`config.mk`:
```
export PLATFORM = sky130hd
export DESIGN_NAME = mprj_io_cfg_loader
export DESIGN_NICKNAME = d
export VERILOG_FILES = /design/src/rtl/mprj_io_pkg.sv /design/src/rtl/mprj_cfg_tick.sv /design/src/rtl/mprj_io_cfg_loader.sv
export SDC_FILE = /design/constraint.sdc
export NUM_CORES = 1
export LEC_CHECK = 0
export ABC_AREA = 1
export BUFFER_PORTS_ARGS = -buffer_cell sky130_fd_sc_hd__buf_2
export CAP_MARGIN = 20
export CORE_MARGIN = 4
export CORE_UTILIZATION = 45
export CTS_BUF_LIST = sky130_fd_sc_hd__clkbuf_2 sky130_fd_sc_hd__clkbuf_4 sky130_fd_sc_hd__clkbuf_8
export DETAILED_ROUTE_END_ITERATION = 8
export PLACE_DENSITY_LB_ADDON = 0.12
export SETUP_SLACK_MARGIN = 0.2
export SLEW_MARGIN = 20
export SYNTH_ARGS = -nofsm -noshare
export SYNTH_HDL_FRONTEND = slang
export SYNTH_SLANG_ARGS = --single-unit
```
`constraint.sdc`:
```
create_clock -name clock -period 49.2 [get_ports clock]
set_input_delay 2.46 -clock clock [delete_from_list [all_inputs] [get_ports clock]]
set_output_delay 2.46 -clock clock [all_outputs]
set_load 0.01 [all_outputs]
```
`src/rtl/mprj_io_pkg.sv`:
```
// Shared types and constants for the user-project GPIO configuration loader.
package mprj_io_pkg;

  typedef enum logic [1:0] {
    IDLE,
    SHIFT,
    LOAD
  } xfer_state_e;

  localparam int DEF_TOTAL_PADS = 38;
  localparam int DEF_AREA1PADS  = 19;
  localparam int DEF_CFG_BITS   = 13;

  // Bits shifted per transfer: both chains run for the length of the longer one.
  function automatic int shift_len(input int total_pads, input int area1pads,
                                   input int cfg_bits);
    int n1;
    int n2;
    n1 = area1pads;
    n2 = total_pads - area1pads;
    return ((n1 > n2) ? n1 : n2) * cfg_bits;
  endfunction

endpackage

```
`src/rtl/mprj_cfg_tick.sv`:
```
// Serial-clock phase generator: one bit slot is 2*CLK_DIV system clocks,
// low for the first half and high for the second.
module mprj_cfg_tick #(
  parameter int CLK_DIV = 4
) (
  input  logic clock,
  input  logic reset,
  input  logic run,
  output logic rise,
  output logic bit_end,
  output logic sclk_level
);

  localparam int PW = $clog2(2 * CLK_DIV);
  localparam logic [PW-1:0] RISE_PH = PW'(CLK_DIV - 1);
  localparam logic [PW-1:0] HIGH_PH = PW'(CLK_DIV);
  localparam logic [PW-1:0] LAST_PH = PW'(2 * CLK_DIV - 1);

  logic [PW-1:0] phase;

  // Phase counter: held at zero while idle so every transfer starts on a fresh slot.
  always_ff @(posedge clock) begin
    // NOTE: sequential state uses non-blocking assignments so every register
    // samples pre-edge values, independent of statement order.
    if (reset || !run) begin
      phase <= '0;
    end else if (phase == LAST_PH) begin
      phase <= '0;
    end else begin
      phase <= phase + PW'(1);
    end
  end

  assign rise       = (phase == RISE_PH);
  assign bit_end    = (phase == LAST_PH);
  assign sclk_level = (phase >= HIGH_PH);

endmodule

```
`src/rtl/mprj_io_cfg_loader.sv`:
```
// Snapshots one configuration word per GPIO pad and shifts the words out on two
// parallel daisy chains (area 1 and area 2), then strobes the pad latches.
module mprj_io_cfg_loader
  import mprj_io_pkg::*;
#(
  parameter int TOTAL_PADS = DEF_TOTAL_PADS,
  parameter int AREA1PADS  = DEF_AREA1PADS,
  parameter int CFG_BITS   = DEF_CFG_BITS,
  parameter int CLK_DIV    = 4
) (
  input  logic                           clock,
  input  logic                           reset,
  input  logic                           xfer_start,
  input  logic [TOTAL_PADS*CFG_BITS-1:0] cfg_word,
  output logic                           busy,
  output logic                           done,
  output logic                           serial_clock,
  output logic                           serial_load,
  output logic                           serial_data_1,
  output logic                           serial_data_2
);

  localparam int N1 = AREA1PADS;
  localparam int N2 = TOTAL_PADS - AREA1PADS;
  localparam int L  = shift_len(TOTAL_PADS, AREA1PADS, CFG_BITS);
  localparam int BW = (L > 1) ? $clog2(L) : 1;
  localparam logic [BW-1:0] LAST_BIT = BW'(L - 1);

  xfer_state_e   state;
  logic [BW-1:0] bit_cnt;
  logic [L-1:0]  snap1;
  logic [L-1:0]  snap2;
  logic [L-1:0]  sr1;
  logic [L-1:0]  sr2;
  logic          run;
  logic          rise;
  logic          bit_end;
  logic          sclk_level;

  assign run = (state != IDLE);

  mprj_cfg_tick #(
    .CLK_DIV(CLK_DIV)
  ) u_tick (
    .clock      (clock),
    .reset      (reset),
    .run        (run),
    .rise       (rise),
    .bit_end    (bit_end),
    .sclk_level (sclk_level)
  );

  // Arrange pad words in shift order, MSB of the vector goes out first; the
  // upper (first-shifted) bits stay zero so the shorter chain is front-padded.
  always_comb begin
    // NOTE: defaults first so every path assigns every bit and no latch is inferred.
    snap1 = '0;
    snap2 = '0;
    // Chain 1 sends pad N1-1 first down to pad 0: natural vector order.
    snap1[N1*CFG_BITS-1:0] = cfg_word[N1*CFG_BITS-1:0];
    // Chain 2 sends pad AREA1PADS first up to TOTAL_PADS-1: word order reversed.
    for (int i = 0; i < N2; i++) begin
      snap2[(N2-1-i)*CFG_BITS +: CFG_BITS] = cfg_word[(AREA1PADS+i)*CFG_BITS +: CFG_BITS];
    end
  end

  // Transfer FSM with bit counter, shift registers and registered outputs.
  always_ff @(posedge clock) begin
    if (reset) begin
      // NOTE: sr1/sr2 are pure datapath, fully reloaded on every accepted start,
      // so they are deliberately left out of reset.
      state         <= IDLE;
      bit_cnt       <= '0;
      busy          <= 1'b0;
      done          <= 1'b0;
      serial_clock  <= 1'b0;
      serial_load   <= 1'b0;
      serial_data_1 <= 1'b0;
      serial_data_2 <= 1'b0;
    end else begin
      done <= 1'b0;
      unique case (state)
        IDLE: begin
          if (xfer_start) begin
            state         <= SHIFT;
            busy          <= 1'b1;
            bit_cnt       <= '0;
            serial_data_1 <= snap1[L-1];
            serial_data_2 <= snap2[L-1];
            sr1           <= snap1 << 1;
            sr2           <= snap2 << 1;
          end
        end
        SHIFT: begin
          // Next-cycle clock level: high from mid-slot through the slot end.
          serial_clock <= rise | (sclk_level & ~bit_end);
          if (bit_end) begin
            if (bit_cnt == LAST_BIT) begin
              state         <= LOAD;
              serial_load   <= 1'b1;
              serial_data_1 <= 1'b0;
              serial_data_2 <= 1'b0;
            end else begin
              bit_cnt       <= bit_cnt + BW'(1);
              serial_data_1 <= sr1[L-1];
              serial_data_2 <= sr2[L-1];
              sr1           <= sr1 << 1;
              sr2           <= sr2 << 1;
            end
          end
        end
        LOAD: begin
          if (rise) begin
            state       <= IDLE;
            serial_load <= 1'b0;
            busy        <= 1'b0;
            done        <= 1'b1;
          end
        end
        default: state <= IDLE;
      endcase
    end
  end

endmodule
```
* Word level (Yosys, flattened, before mapping)
Index checks and enable logic that the tools add are counted.
Storage, ports and cells: input bits 497, word-level logic and storage cells 76, flip-flop bits (word level) 513
Cells by class: reduce and logical (&&, ||, !) cells 15, $add $sub $neg 2, equal/unequal tests 10, multiplexer cells 32, bitwise logic cells 5, $lt $le $gt $ge 1
Operators with widths (number):
- 2-to-1 mux 247 bit | 6
- case mux 247 bit (2 select lines) | 2
- 2-to-1 mux 8 bit | 3
- case mux 8 bit (2 select lines) | 1
- AND reduction 4 bit | 3
- 2-to-1 mux 1 bit | 11
- inequality test 2 bit (second input constant) | 5
- adder 8 x 1 -> 8 bit (second input constant) | 1
- == test 8 bit (second input constant) | 1
- 2-to-1 mux 2 bit | 4
- case mux 1 bit (2 select lines) | 4
- nonzero test 2 bit | 4
- case mux 2 bit (3 select lines) | 1
- AND reduction 3 bit | 2
- AND reduction 5 bit | 1
- OR reduction 2 bit | 2
- adder 3 x 1 -> 3 bit (second input constant) | 1
- == test 3 x 2 -> 1 bit (second input constant) | 1
- == test 3 bit (second input constant) | 1
- >= comparator 3 bit (second input constant) | 1
- inverter 1 bit | 3
- == test 2 x 1 -> 1 bit (second input constant) | 1
- == test 2 bit (second input constant) | 1
- logical NOT 2 bit | 1
- 4 further kinds | 4

* Longest topological paths before layout
Gate-level depths: netlist (run 1).
depth after elaboration 4, mapped depth 10, mapped depth without buffers 10

* Hierarchy
Synthesis (run 1) repeated with hierarchy kept, for this count alone.
Second synthesis, totals: cell total of the unflattened synthesis 2240, area, all modules 21912.3 µm²
By module, submodules not included:
- mprj_io_cfg_loader | cells an instance 2222, times used 1, area each 21754.6 µm²
- mprj_cfg_tick | cells an instance 18, times used 1, area each 157.7 µm²

* Worst setup path before layout (run 1)
OpenSTA, ideal clock, no wires.
kind input -> register, from in xfer_start, to reg sr1[100] (enable), setup time 1.359 ns, cell stages on the path 4, data arrival time 23.115 ns, slack 24.726 ns, path through nand2_1 > nand2_1 > nand2_2 > nor2_1
On the way: word-level cells in the longest chain between the ends 2
RTL lines:
- start, declared | line mprj_io_cfg_loader.sv:13 | input logic xfer_start,
- inequality test 2 bit (no line)
- AND reduction 5 bit (no line)
- end signal, assigned | line mprj_io_cfg_loader.sv:90 | sr1 <= snap1 << 1;
- end signal, assigned | line mprj_io_cfg_loader.sv:107 | sr1 <= sr1 << 1;
- end, declared | line mprj_io_cfg_loader.sv:33 | logic [L-1:0] sr1;
No other way between the ends. A chain may end at the register's enable or synchronous reset.

* Worst setup path in the final report (run 1)
from in xfer_start, to reg sr1[37] (enable)
Same word-level chain as after synthesis.

==> metrics.cfg, run 1 <==
[synthesis]
avgSynthCellArea_um2 = 9.797
synthFlopType = edfxtp_1
yosysTopAreaCellShare = 0.6778
async_flop_share = 0
syn-num-nets = 2727
synth_edf_count = 492
postSynthCellCount = 2225
synth.distinct_cells = 20
synthTopCellsByArea = edfxtp_1, nand2_1, buf_2
yosys_warnings = 0
synth_common_cells = nand2_1, edfxtp_1, buf_2, nor2_1
yosys.area.top_type = edfxtp_1
synthesis.area_um2 = 21800
synth-seq-cells = 511
yosysMostFrequentCell = nand2_1
yosysSeqAreaShare = 0.6952

[critical_path]
end_kind = flip-flop
cp_max_fo = 200
required_ns = 49.46
reg2reg_slack_ns = 44.51
arrival_ns = 6.17
cp-start-kind = primary input
crit_buf_inv = 4
path_cells = buf_2, nand2_1, nand2_1, nand2_2, nor2_4, buf_4, buf_4, buf_12
path_class = primary input to flip-flop
rr_worst_depth = 9
r2r-end = sr1[37]$_DFFE_PP_
r2r_start = u_tick.phase[0]$_SDFF_PP0_
critical_path.top_delay_family = buffers and inverters
cp_slowest_cell = buf_4
slowest_delay_ns = 0.93

[final_layout]
fin_nets = 3218
finalNonFillerCells = 3412
fillers = 4385
post-route-cell-area_um2 = 26480
area_delta_synth_final_pct = 21.50
drive_gt1_frac = 0.2347
post-route-util = 0.5535

[clocking]
cts_buffer_depth = 3
post_cts_resized = 0
clkSinkCount = 511
worstSkewPairLatency_ns = 0.67
cts_inserted_buffers = 87
cts_setup_buffers = 0
path_clk_slew_ns = 0.06
cts_hold_buf = 0
tritoncts = done
htree_levels = 3
root_buffer = clkbuf_8

[global_routing]
top_usage_layer = met2
grt_use_met2 = 0.3164
grt.met1_usage = 0.2649
grt-ovfl-total = 0
antenna_found_initial = 24
grt_pass1_vias = 16043
grt_max_degree = 260
grtUsageTotal = 0.2000
met3_usage = 0.06275
grt_pass1_wl_mm = 83.88

[timing]
max_freq_mhz = 169.3
hold_violations = 0
skew_ns = 0.02622
max_slew_margin = 0.2438
final.period_utilization = 0.1201
hold_slack_ns = 0.4281
rsz0062_at_grt = false
slew_violations = 0
tightest_slew_ns = 1.134
setup_viol = 0
tns_ns = 0
fin_crit_ns = 5.907

[routing]
first_pass_iters = 5
routedWlPerCell_um = 15.78
drtIter0Drc = 1222
wl_mm = 53.84
vias = 16229
viasPerCell = 4.756
detail-route-antenna-nets = 0
route.detailed.drc = 0

[place]
io_buffer_count = 502
place_area_um2 = 24690
numPlacedInstances = 3239
place_congestion = 0.8280
dp_hpwl_mm = 34.75

[floorplan]
placementRows = 80
die_area_um2 = 52030
die_h_um = 228.1
fp.dieW_um = 228.1
core-area_um2 = 47850
ios = 503
initial_core_util = 0.4556

[power_and_ir_drop]
leakagePower_nw = 12.28
peakVddDrop_mv = 0.01827
powerDensity_nw_per_um2 = 37.41

[worst_hold_path]
holdCritStartpoint = u_tick.phase[0]$_SDFF_PP0_
min_path_type = flip-flop to flip-flop
hold_depth = 1
min_to = u_tick.phase[0]$_SDFF_PP0_

[job]
drv_cap = 0

[outcome]
status = completed

[cell usage in the layout (no fill, tap or decap), types with 4 or more instances in the layout]
cell / n
dfxtp_1: 19
clkbuf_8: 92
nor2_1: 28
edfxtp_1: 492
inv_1: 23
clkinv_2: 5
ha_1: 5
nand2_1: 1505
buf_12: 4
clkbuf_4: 33
diode_2: 10
buf_4: 5
buf_2: 502
clkinv_1: 27
nand3_1: 15
o21ai_0: 4
a21oi_1: 10
[registers in the layout, indices dropped and copies added, names as in the netlist]
register       flops
u_tick.phase       3
sr1              246
serial_load        1
sr2              246
serial_data_2      1
serial_clock       1
bit_cnt            8
state              2
busy               1
serial_data_1      1
done               1
[worst reg2reg max path: stages (launching register included)]
cell     delay (ns)
dfxtp_1        0.33
ha_1           0.17
ha_1           0.19
nand3_1        0.10
nand2_1        0.34
nand2_2        0.23
nor2_4         0.11
buf_4          0.77
buf_4          1.00
buf_12         0.83
[where the power goes]
group	internal (W)	leakage [nW]	switching (W)	total (W)
combinational	0.0000355	6.65	0.0000651	0.000101
sequential	0.000511	4.75	0.00000583	0.000517
clock	0.000202	0.888	0.000171	0.000373
[stage by stage]
stage	power (W)	setup WS [ns]
5_1_grt	0.001040	43.07
2_1_floorplan	0.0006020	24.73
6_report	0.0009909	43.29
3_5_place_dp	0.0006272	42.70
3_3_place_gp	0.0006248	42.78
4_1_cts	0.001003	43.41
[cells by family after synthesis]
| logic type | after synthesis | share of synthesized area |
|---|---|---|
| simple gates | 1556 | 0.2698 |
| buf+inv | 138 | 0.02858 |
| compound gates | 15 | 0.003502 |
| fa+ha+maj | 5 | 0.002870 |
| flops | 511 | 0.6952 |
[worst max-delay path by stage]
stage | startpoint | end | cells after the start
final | xfer_start | sr1[37]$_DFFE_PP_ | 8
after global placement | xfer_start | sr1[51]$_DFFE_PP_ | 8
after detailed placement | xfer_start | sr1[48]$_DFFE_PP_ | 8
after CTS | xfer_start | sr2[63]$_DFFE_PP_ | 8
after floorplan | xfer_start | sr1[100]$_DFFE_PP_ | 4
after global routing | xfer_start | sr2[63]$_DFFE_PP_ | 8
[final cells by class]
type                            count  area, um2  share of cell area
Multi-Input combinational cell   1576       6028              0.2276
Timing Repair Buffer              514       2713              0.1024
Clock buffer                      125       1514             0.05716
Sequential cell                   511      15150              0.5722
Tap cell                          615      769.5             0.02905
Inverter                           26      105.1            0.003968
Antenna cell                       10      25.02           0.0009449
Clock inverter                     35      175.2            0.006614
[per-layer routing]
| layer | routed length [um] | vias to the layer above |
|---|---|---|
| met1 | 23430 | 7425 |
| met5 | 173 | - |
| met3 | 3926 | 126 |
| li1 | - | 8156 |
| met4 | 1267 | 26 |
| met2 | 25040 | 496 |
No activity file was read; power rests on OpenSTA's default activity.
==> run 2, diff against run 1 <==
==> constraint.sdc (replaced) <==
create_clock -name clock -period 6.1 [get_ports clock]
set_input_delay 0.305 -clock clock [delete_from_list [all_inputs] [get_ports clock]]
set_output_delay 0.305 -clock clock [all_outputs]
set_load 0.01 [all_outputs]
==> metrics.cfg, run 2 (same netlist as run 1, synthesis figures left out) <==
[outcome]
status = completed

[critical_path]
end_kind = flip-flop
slowest_delay_ns = 0.55  ; -0.38 ns
cpMostUsedCell = ha_4
path_class = flip-flop to flip-flop
rr_worst_depth = 7  ; -2
required_ns = 6.36  ; -43.10 ns
r2r_start = u_tick.phase[0]$_SDFF_PP0_
cp_slowest_cell = buf_12
cp_max_fo = 185  ; -7.5%
path_cells = ha_4, ha_4, nand3_2, nand2_2, nand2_4, nor2_4, buf_12
critPathLaunch = u_tick.phase[0]$_SDFF_PP0_
reg2reg_slack_ns = 3.12  ; -41.39 ns
cp-start-kind = flip-flop
arrival_ns = 3.23  ; -2.94 ns

[floorplan]
placementRows = 80  ; unchanged
fp.dieW_um = 228.1  ; unchanged
core-area_um2 = 47850  ; unchanged
die_area_um2 = 52030  ; unchanged
die_h_um = 228.1  ; unchanged
initial_core_util = 0.4556  ; unchanged
ios = 503  ; unchanged

[global_routing]
grt_pass1_vias = 19775  ; +23%
grtUsageTotal = 0.2379  ; +0.03788
grt-ovfl-total = 0  ; unchanged
grt_pass1_wl_mm = 100.9  ; +20%
antenna_found_initial = 19  ; -21%
grt_max_degree = 244  ; -6.2%

[power_and_ir_drop]
powerDensity_nw_per_um2 = 261.4  ; +600%
leakagePower_nw = 14.29  ; +16%
power_w = 0.008211  ; +730%
peakVddDrop_mv = 0.2274  ; +1100%

[place]
place_congestion = 0.8492  ; +2.6%
dp_hpwl_mm = 35.62  ; +2.5%
io_buffer_count = 502  ; unchanged
numPlacedInstances = 3241  ; +0.062%

[clocking]
cts_buffer_depth = 3  ; unchanged
path_clk_slew_ns = 0.06  ; about the same
worstSkewPairLatency_ns = 0.66  ; about the same
cts_inserted_buffers = 87  ; unchanged
root_buffer = clkbuf_8
tritoncts = done
post_cts_resized = 0  ; unchanged
htree_levels = 3  ; unchanged
clkSinkCount = 511  ; unchanged

[timing]
slew_violations = 0  ; unchanged
fin_crit_ns = 2.978
setup_viol = 0  ; unchanged
final.period_utilization = 0.4882
tightest_slew_ns = 1.287  ; +0.1523 ns
max_slew_margin = 0.1422  ; -0.1015
max_freq_mhz = 335.8
hold_violations = 0  ; unchanged
skew_ns = 0.01668  ; -0.009535 ns
hold_slack_ns = 0.4304  ; +0.002278 ns
tns_ns = 0  ; unchanged
rsz0062_at_grt = false

[worst_hold_path]
hold_depth = 1  ; unchanged
holdCritStartpoint = u_tick.phase[0]$_SDFF_PP0_
min_path_type = flip-flop to flip-flop

[routing]
wl_mm = 63.47  ; +18%
route.detailed.drc = 0  ; unchanged
routedWlPerCell_um = 16.22  ; +2.8%
detail-route-antenna-nets = 0  ; unchanged
first_pass_iters = 5  ; unchanged
vias = 19083  ; +18%
drtIter0Drc = 1475  ; +21%
viasPerCell = 4.878  ; +2.6%

[final_layout]
layout_commonest_cell = nand2_1
layout_common_cells = nand2_1, buf_2, dlygate4sd3_1
finalNonFillerCells = 3912  ; +15%
drive_gt1_frac = 0.2023  ; -0.03234
fillers = 3580  ; -18%
fin_nets = 3714  ; +15%
area_delta_synth_final_pct = 44.09
post-route-util = 0.6565  ; +0.1030
reg_top3 = sr1 x246, sr2 x246, bit_cnt x8

[job]
drv_cap = 0  ; unchanged

-- run 2: timing repair --
item	CTS	global route
hold buffers	497	0
endpoints found under the hold margin	500	0
buffers inserted	0	0
-- run 2: worst max-delay path: cells and delay by family (launching register included) --
kind                     cells  cell delay [ns]
adder cells (fa/ha/maj)      2             0.29
buffers and inverters        1             0.55
flip-flops                   1             0.35
AND/OR/NAND/NOR              4             0.93
-- run 2: metrics by stage --
step | instance area [um2] | setup WS, ns
after global routing | 31410 | 2.915
after floorplan | 21860 | -2.435
after detailed placement | 24770 | 3.233
final | 31410 | 3.122
after global placement | 24770 | 3.297
after CTS | 31360 | 3.219
-- run 2: final timing paths --
| path | to |
|---|---|
| hold reg to reg | u_tick.phase[0]$_SDFF_PP0_ |
| setup reg to reg | sr2[112]$_DFFE_PP_ |
| hold / removal | u_tick.phase[0]$_SDFF_PP0_ |
| setup / recovery | sr2[112]$_DFFE_PP_ |
-- run 2: report_power, final --
group	internal (W)	total (W)	leakage, nW	switching, W
Clock	0.00154	0.00294	0.854	0.00140
Sequential	0.00412	0.00418	4.75	0.0000534
Combinational	0.000495	0.00109	8.69	0.000595
Total	0.00616	0.00821	14.3	0.00205
-- run 2: layer usage --
| layer | wire length (um) | track usage | part of all wire | vias to the layer above |
|---|---|---|---|---|
| met4 | 3009 | 0.1202 | 0.047 | 0 |
| met1 | 25480 | 0.2902 | 0.40 | 8841 |
| li1 | - | - | - | 9152 |
| met3 | 4180 | 0.05526 | 0.066 | 240 |
| met5 | 0 | 0 | 0 | - |
| met2 | 30800 | 0.3984 | 0.49 | 850 |
-- run 2: area by class of cell --
class | instances | area [um2] | share of cell area
clock inverter | 34 | 158.9 | 0.005059
tap | 615 | 769.5 | 0.02450
multi-input combinational | 1576 | 6078 | 0.1935
inverter | 26 | 105.1 | 0.003346
antenna | 20 | 50.05 | 0.001593
timing repair buffer | 1010 | 7632 | 0.2430
clock buffer | 120 | 1458 | 0.04641
sequential | 511 | 15160 | 0.4826
==> run 3, diff against run 2 <==
--- a/config.mk
+++ b/config.mk
@@ -5,7 +5,7 @@
 export SDC_FILE = /design/constraint.sdc
 export NUM_CORES = 1
 export LEC_CHECK = 0
-export ABC_AREA = 1
+export ABC_AREA = 0
 export BUFFER_PORTS_ARGS = -buffer_cell sky130_fd_sc_hd__buf_2
 export CAP_MARGIN = 20
 export CORE_MARGIN = 4
==> constraint.sdc (replaced) <==
create_clock -name clock -period 2.7 [get_ports clock]
set_input_delay 0.135 -clock clock [delete_from_list [all_inputs] [get_ports clock]]
set_output_delay 0.135 -clock clock [all_outputs]
set_load 0.01 [all_outputs]
==> metrics.cfg, run 3 <==
[outcome]
status = completed

[power_and_ir_drop]
peakVddDrop_mv = 0.4241  ; +87%
powerDensity_nw_per_um2 = 583.7  ; +120%
power_w = 0.01851  ; +130%
p_clk_frac = 0.371  ; +0.013
p_int_w = 0.01404  ; +130%
p_sw_frac = 0.2418  ; -0.007803
combPwrFrac = 0.127  ; -0.006
p_switching_w = 0.004476  ; +120%
leakagePower_nw = 14.33  ; +0.27%
power_frac_seq = 0.502  ; -0.007

[global_routing]
grt_pass1_vias = 19908  ; +0.67%
grt_max_degree = 155  ; -36%
grtUsageTotal = 0.2483  ; +0.01040
grt-ovfl-total = 0  ; unchanged
grt_pass1_wl_mm = 104.0  ; +3.1%
antenna_found_initial = 11  ; -8

[final_layout]
fillers = 3545  ; -0.98%
reg_top3 = sr1 x246, sr2 x246, bit_cnt x8
area_delta_synth_final_pct = 45.56
multiInputGateArea_um2 = 6116  ; +0.62%
layout_commonest_cell = nand2_1
drive_gt1_frac = 0.2073  ; +0.004990
post-route-cell-area_um2 = 31710  ; +0.97%
layout_common_cells = nand2_1, buf_2, dlygate4sd3_1
register_area_um2 = 15160  ; about the same
post-route-util = 0.6628  ; +0.006355
fin_nets = 3687  ; -0.73%

[clocking]
worstSkewPairLatency_ns = 0.68  ; +0.02 ns
cts_inserted_buffers = 87  ; unchanged
cts_buffer_depth = 3  ; unchanged
tritoncts = done
root_buffer = clkbuf_8
path_clk_slew_ns = 0.06  ; about the same
htree_levels = 3  ; unchanged
clkSinkCount = 511  ; unchanged

[floorplan]
placementRows = 80  ; unchanged
die_h_um = 228.0  ; about the same
ios = 503  ; unchanged
fp.dieW_um = 228.0  ; about the same
initial_core_util = 0.4554  ; about the same
die_area_um2 = 52000  ; about the same
core-area_um2 = 47850  ; unchanged

[critical_path]
arrival_ns = 2.75  ; -0.48 ns
cp_max_fo = 61  ; -67%
end_kind = flip-flop
required_ns = 3.03  ; -3.33 ns
path_class = flip-flop to flip-flop
cp-start-kind = flip-flop
critPathLaunch = u_tick.phase[0]$_SDFF_PP0_
r2r_start = u_tick.phase[0]$_SDFF_PP0_

[timing]
tightest_slew_ns = 0.6949  ; -0.5917 ns
tns_ns = 0  ; unchanged
max_freq_mhz = 413.0  ; +23%
hold_violations = 0  ; unchanged
skew_ns = 0.02635  ; +0.009669 ns
final.period_utilization = 0.8968  ; +0.4086
fin_crit_ns = 2.421  ; -0.5566 ns
slew_violations = 0  ; unchanged
setup_viol = 0  ; unchanged
max_slew_margin = 0.5367  ; +0.3945
rsz0062_at_grt = true
fin_ws_ns = 0.2787  ; -2.843 ns

[synthesis]
synth-seq-cells = 511  ; unchanged
synthesis.area_um2 = 21790  ; about the same
synthFlopType = edfxtp_1
yosys_warnings = 0  ; unchanged
yosysMostFrequentCell = nand2_1
postSynthCellCount = 2189  ; -1.6%
yosysSeqAreaShare = 0.6955  ; about the same
syn-num-nets = 2691  ; -1.3%
avgSynthCellArea_um2 = 9.954  ; +1.6%
synthTopCellsByArea = edfxtp_1, nand2_1, buf_2
yosysTopAreaCellShare = 0.6781  ; about the same
async_flop_share = 0  ; unchanged
synth_edf_count = 492  ; unchanged
yosys.area.top_type = edfxtp_1
synth_common_cells = nand2_1, edfxtp_1, buf_2, clkbuf_1, dfxtp_1
synth.distinct_cells = 41  ; +110%

[routing]
highest_layer = met4
met3_wirelength_mm = 4.965  ; +19%
drtIter0Drc = 1757  ; +19%
wl_mm = 65.72  ; +3.6%
first_pass_iters = 6  ; +1
wl_met1_mm = 26.41  ; +3.7%
viasPerCell = 4.959  ; +1.7%
route.detailed.drc = 0  ; unchanged
routedWlPerCell_um = 16.92  ; +4.3%
vias = 19266  ; +0.96%
detail-route-antenna-nets = 0  ; unchanged
met2_length_mm = 31.08  ; +0.90%

[place]
io_buffer_count = 502  ; unchanged
place_area_um2 = 25010  ; +0.96%
dp_worst_setup_slack_ns = 0.2364  ; -2.997 ns
place_congestion = 0.8549  ; +0.67%
dp_hpwl_mm = 38.33  ; +7.6%

[worst_hold_path]
holdCritStartpoint = cfg_word[229]
min_path_type = primary input to flip-flop

[job]
drv_cap = 0  ; unchanged

-- run 3: final timing paths --
| check | end | slack [ns] | depth (start not counted) |
|---|---|---|---|
| worst max-delay path | sr2[159]$_DFFE_PP_ | 0.28 | 7 |
| worst min-delay path | sr1[230]$_DFFE_PP_ | 0.25 | 4 |
| worst max register to register | sr2[159]$_DFFE_PP_ | 0.28 | 7 |
| worst min register to register | u_tick.phase[0]$_SDFF_PP0_ | 0.43 | 1 |
-- run 3: kinds of logic after synthesis --
family                     after synthesis  synth area share
AOI/OAI and AO/OA                       37           0.01028
adders and majority gates                5          0.002871
buffers and inverters                  123           0.02659
DFF                                    511            0.6955
muxes                                    1         0.0004594
and+or+nand+nor                       1512            0.2643
-- run 3: layout make-up --
class | instances | share of cell area
Clock buffer | 121 | 0.04659
Timing Repair Buffer | 1023 | 0.2494
Antenna cell | 14 | 0.001105
Tap cell | 615 | 0.02426
Inverter | 7 | 0.0008285
Clock inverter | 39 | 0.007023
Multi-Input combinational cell | 1555 | 0.1928
Sequential cell | 511 | 0.4779
-- run 3: power by group through the flow --
stage	Combinational, W	Clock, W	Sequential, W
2_1_floorplan	0.000987	0	0.00955
3_3_place_gp	0.00171	0	0.00945
3_5_place_dp	0.00174	0	0.00946
4_1_cts	0.00231	0.00700	0.00930
6_report	0.00235	0.00687	0.00930
5_1_grt	0.00260	0.00739	0.00932
-- run 3: stage by stage --
step / instances / hold slack (ns)
after CTS: 3871 / 0.1963
after global placement: 3215 / 0.4041
after floorplan: 2189 / 0.2992
after detailed placement: 3215 / 0.4059
final: 3885 / 0.2535
after global routing: 3885 / 0.2330
-- run 3: layer usage --
| layer | global-route usage | vias to the layer above |
|---|---|---|
| met1 | 0.3172 | 8973 |
| met2 | 0.3960 | 944 |
| li1 | - | 9117 |
| met5 | 0 | - |
| met3 | 0.06125 | 232 |
| met4 | 0.1276 | 0 |
-- run 3: repair_timing --
action                                 4_1_cts  5_1_grt
endpoints found under the hold margin      511        0
setup buffers                                0        0
hold buffers                               496        0
setup endpoints to repair                    0      114
gates resized for setup                      0        1
-- run 3: critical path: stages (launching register included) --
cell	delay [ns]
dfxtp_2	0.34
ha_4	0.14
ha_4	0.20
mux2i_4	0.09
or2_1	0.37
nor3_4	0.30
buf_12	0.27
buf_16	0.30
